===== src/rtl/alu_exec_ctrl.sv =====
// alu_exec_ctrl: sequences one ALU operation at a time through a
// 16x16 register file. Each operation reads its operands, hands them to an
// external combinational ALU, captures the result and flags, then writes
// the result back and updates the status register.
// Latency: accept at T, done at T+3, ready again at T+4.
module alu_exec_ctrl (
   input  logic        clk,
   input  logic        reset,
   input  logic        req_valid,
   output logic        req_ready,
   input  logic [7:0]  req_opcode,
   input  logic [3:0]  req_rdest,
   input  logic [3:0]  req_rsrc,
   input  logic [7:0]  req_imm,
   input  logic        req_use_imm,
   input  logic        req_imm_sext,
   input  logic        req_wb_en,
   input  logic        req_flags_we,
   output logic [15:0] alu_a,
   output logic [15:0] alu_b,
   output logic [7:0]  alu_opcode,
   input  logic [15:0] alu_c,
   input  logic [4:0]  alu_flags,
   output logic [4:0]  psr,
   output logic        done,
   input  logic [3:0]  dbg_sel,
   output logic [15:0] dbg_data
);

   typedef enum logic [1:0] {IDLE, OPER, EXEC, WB} state_t;

   state_t      state_reg;

   // Request fields captured at acceptance; the request bus is ignored
   // until the FSM returns to IDLE.
   logic [7:0]  opcode_reg;
   logic [3:0]  rdest_reg;
   logic [3:0]  rsrc_reg;
   logic [7:0]  imm_reg;
   logic        use_imm_reg;
   logic        imm_sext_reg;
   logic        wb_en_reg;
   logic        flags_we_reg;

   // ALU outputs captured at the end of EXEC.
   logic [15:0] result_reg;
   logic [4:0]  flags_reg;

   logic [15:0] regfile [16];
   logic [15:0] imm_ext;
   logic [15:0] reg_we;

   assign imm_ext   = imm_sext_reg ? {{8{imm_reg[7]}}, imm_reg} : {8'h00, imm_reg};
   assign req_ready = (state_reg == IDLE);

   // Debug read is asynchronous, so during WB it still shows the old value.
   assign dbg_data  = regfile[dbg_sel];

   // Per-register write strobe: only in WB, only for the latched destination.
   generate
      for (genvar gi = 0; gi < 16; gi++) begin : g_we
         assign reg_we[gi] = (state_reg == WB) && wb_en_reg && (rdest_reg == gi);
      end
   endgenerate

   // Register file: cleared on reset, written with the captured result in WB.
   always_ff @(posedge clk) begin
      if (reset) begin
         for (int i = 0; i < 16; i++) begin
            regfile[i] <= 16'h0000;
         end
      end else begin
         for (int i = 0; i < 16; i++) begin
            if (reg_we[i]) begin
               regfile[i] <= result_reg;
            end
         end
      end
   end

   // Control FSM with registered ALU operands, PSR and done pulse.
   always_ff @(posedge clk) begin
      if (reset) begin
         state_reg    <= IDLE;
         opcode_reg   <= 8'h00;
         rdest_reg    <= 4'h0;
         rsrc_reg     <= 4'h0;
         imm_reg      <= 8'h00;
         use_imm_reg  <= 1'b0;
         imm_sext_reg <= 1'b0;
         wb_en_reg    <= 1'b0;
         flags_we_reg <= 1'b0;
         result_reg   <= 16'h0000;
         flags_reg    <= 5'b00000;
         alu_a        <= 16'h0000;
         alu_b        <= 16'h0000;
         alu_opcode   <= 8'h00;
         psr          <= 5'b00000;
         done         <= 1'b0;
      end else begin
         done <= 1'b0;
         case (state_reg)
            IDLE: begin
               if (req_valid) begin
                  opcode_reg   <= req_opcode;
                  rdest_reg    <= req_rdest;
                  rsrc_reg     <= req_rsrc;
                  imm_reg      <= req_imm;
                  use_imm_reg  <= req_use_imm;
                  imm_sext_reg <= req_imm_sext;
                  wb_en_reg    <= req_wb_en;
                  flags_we_reg <= req_flags_we;
                  state_reg    <= OPER;
               end
            end
            OPER: begin
               alu_a      <= regfile[rdest_reg];
               alu_b      <= use_imm_reg ? imm_ext : regfile[rsrc_reg];
               alu_opcode <= opcode_reg;
               state_reg  <= EXEC;
            end
            EXEC: begin
               // Done is registered here so it is high exactly during WB.
               result_reg <= alu_c;
               flags_reg  <= alu_flags;
               done       <= 1'b1;
               state_reg  <= WB;
            end
            WB: begin
               if (flags_we_reg) begin
                  psr <= flags_reg;
               end
               state_reg <= IDLE;
            end
            default: begin
               state_reg <= IDLE;
            end
         endcase
      end
   end

endmodule


===== config.mk =====
export PLATFORM = sky130hd
export DESIGN_NAME = alu_exec_ctrl
export DESIGN_NICKNAME = d
export VERILOG_FILES = /design/src/rtl/alu_exec_ctrl.sv
export SDC_FILE = /design/constraint.sdc
export NUM_CORES = 1
export LEC_CHECK = 0
export ABC_AREA = 1
export BUFFER_PORTS_ARGS = -buffer_cell sky130_fd_sc_hd__buf_2
export CAP_MARGIN = 20
export CORE_MARGIN = 2
export CORE_UTILIZATION = 50
export DETAILED_ROUTE_END_ITERATION = 8
export PLACE_DENSITY = 0.65
export SLEW_MARGIN = 20
export SYNTH_ARGS = -nofsm -noshare
export SYNTH_HDL_FRONTEND = slang
export SYNTH_SLANG_ARGS = --single-unit
export TNS_END_PERCENT = 100

===== constraint.sdc =====
create_clock -name clk -period 3.11 [get_ports clk]
set_clock_uncertainty 0.15 [all_clocks]
set_input_delay 0.622 -clock clk [delete_from_list [all_inputs] [get_ports clk]]
set_output_delay 0.622 -clock clk [all_outputs]
set_load 0.05 [all_outputs]

==> flow_summary.toml <==
[routing]
vias = 17600
wl_mm = 67.1
ant_nets = 0
drt_first_pass_iters = 8
via_per_inst = 6.05
wl_per_cell_um = 23.1
drt_iter0_drc = 3466
drc = 0

[placed_design]
port_buffers = 118
globalplace.congestion = 0.922
hpwlAfterDp_mm = 43.8

[floorplan]
io_pins = 119
die_w_um = 198
coreArea_um2 = 37400
initial_core_util_pct = 50.5
rows = 71
die-area_um2 = 39300
die_h_um = 198

[cts]
cts_buffers = 41
clock_latency_ns = 0.57
clk_pin_slew_ns = 0.06
post_cts_buffers = 0
cts_buffer_depth = 3
cts-root-buf = "clkbuf_16"
clock-sinks = 357
htree_levels = 2
cts_tree = "yes"
cts_hold_buf = 0
post_cts_resized = 0

[pwr]
p_leak_uw = 0.00854
ir_worst_vdd_uv = 637
pwr_density_cell_nw_per_um2 = 825
power_uw = 17700

[timing]
rsz0062_at_grt = "no"
period_share_pct = 94.4
whs_ns = 0.142
drv_slew = 0
fmaxAchievable_ghz = 0.341
hold_viol_final = 0
setup-tns-final_ns = 0
min_period_ns = 2.93
tightestPinTransition_ns = 0.934
relSlewSlack_pct = 37.6
report.final.setup_viol = 0

[logic_synthesis]
netlist_instances = 2291
avgSynthCellArea_um2 = 8.24
synth_fp_nets = 2351
ys_ff_latch = 357
synth_cell_types = 25
syn_area_um2 = 18900
ys_seq_area_share_pct = 51.4
synth_warnings = 0

[critical_path]
reg2reg_slack_ns = 0.64
cp-start-kind = "input port"
cp.required_ns = 2.34
cp-end-kind = "output pin"
path_class = "input port to output pin"
crit_fanout = 36
reg2reg_depth = 8
arrival_ns = 2.16

[layout]
final_nets = 2424
largest_register = "regfile"
mostFrequentLayoutCell = "nand2_1"
area_growth_pct = 13.6
num_antenna_cells = 0
nFillCells = 3410
largest_reg_flops = 256
drive_gt1_share_pct = 12.2
final_cell_mix = "nand2_1, nor2_1, edfxtp_1, o21ai_0, nand3_1"

[min_path]
hold_class = "input port to flip-flop"
holdPathStages = 3

[global_route]
grt_pass1_wl_mm = 99.4
grt_pass1_vias = 15700
antenna_found_initial = 1
grt_start_max_net_pins = 195
grt_overflow = 0
grt_use_total_pct = 34.1

[status]
outcome = "finished, final reports clean"

[job]
cap_violations = 0
## where the power goes
part	leakage [uW]	switching, uW	internal [uW]
combinational	0.00443	5020	1690
sequential	0.00347	424	5900
clock	0.000638	1960	2700
## critical path, cell delays in order
cell and delay, ns:
buf_2 0.26, clkinv_1 0.17, buf_12 0.20, o211ai_1 0.25
nand3_1 0.18, nand2_1 0.16, buf_2 0.28
## path summary, 6_finish.rpt
check	startpoint	end
max	dbg_sel[1]	dbg_data[5]
min	alu_flags[3]	flags_reg[3]
max reg2reg	state_reg[1]	regfile[1][3]
min reg2reg	alu_b[4]	alu_b[4]
## cells in the mapped netlist, drive strengths merged
cell | count | area, um^2
a22oi | 128 | 961
nand4 | 1 | 12.5
nand2 | 473 | 1780
a221oi | 1 | 8.76
inv | 149 | 559
edfxtp | 256 | 7690
a21oi | 152 | 761
clkinv | 18 | 67.6
nor2 | 353 | 1340
o221ai | 17 | 149
buf | 104 | 563
clkbuf | 65 | 244
o21ai | 205 | 1030
dfxtp | 101 | 2020
mux2i | 28 | 280
o211ai | 77 | 578
nand3 | 159 | 808
ha | 4 | 50.1
## area by class of cell
class	count	area [um^2]	share of cell area, %
sequential	357	9710	45.3
multi-input combinational	1598	7790	36.3
timing repair buffer	199	1410	6.55
clock buffer	58	1170	5.46
tap	511	639	2.98
inverter	167	627	2.92
clock inverter	15	104	0.484
## per-stage QoR
step	setup slack [ns]	cells	utilization, %	area [um^2]
after floorplan	0.515	2291	-	18900
final	0.175	2905	57.3	21400
after detailed placement	0.215	2832	53.9	20200
after global placement	0.292	2832	53.9	20200
after global routing	0.135	2905	57.3	21400
after CTS	0.212	2905	57.3	21400
## logic make-up (layout without fill, tap and decap cells)
group | Yosys count | in the layout | synth area share [%]
AND/OR/NAND/NOR | 986 | 986 | 20.8
AO/OA/AOI/OAI | 580 | 580 | 18.4
flip-flops | 357 | 357 | 51.4
buffers and inverters | 336 | 439 | 7.59
multiplexers | 28 | 28 | 1.48
adder cells (fa/ha/maj) | 4 | 4 | 0.265
## metal layers
metal	vias up	routed length [um]	global-route usage [%]
li1	8025	-	-
met1	8113	27300	50.8
met2	1311	27900	48.7
met3	132	9800	7.58
met4	2	2010	11.7
met5	-	12	0
Note: power is estimated with default switching activity, not from simulation.
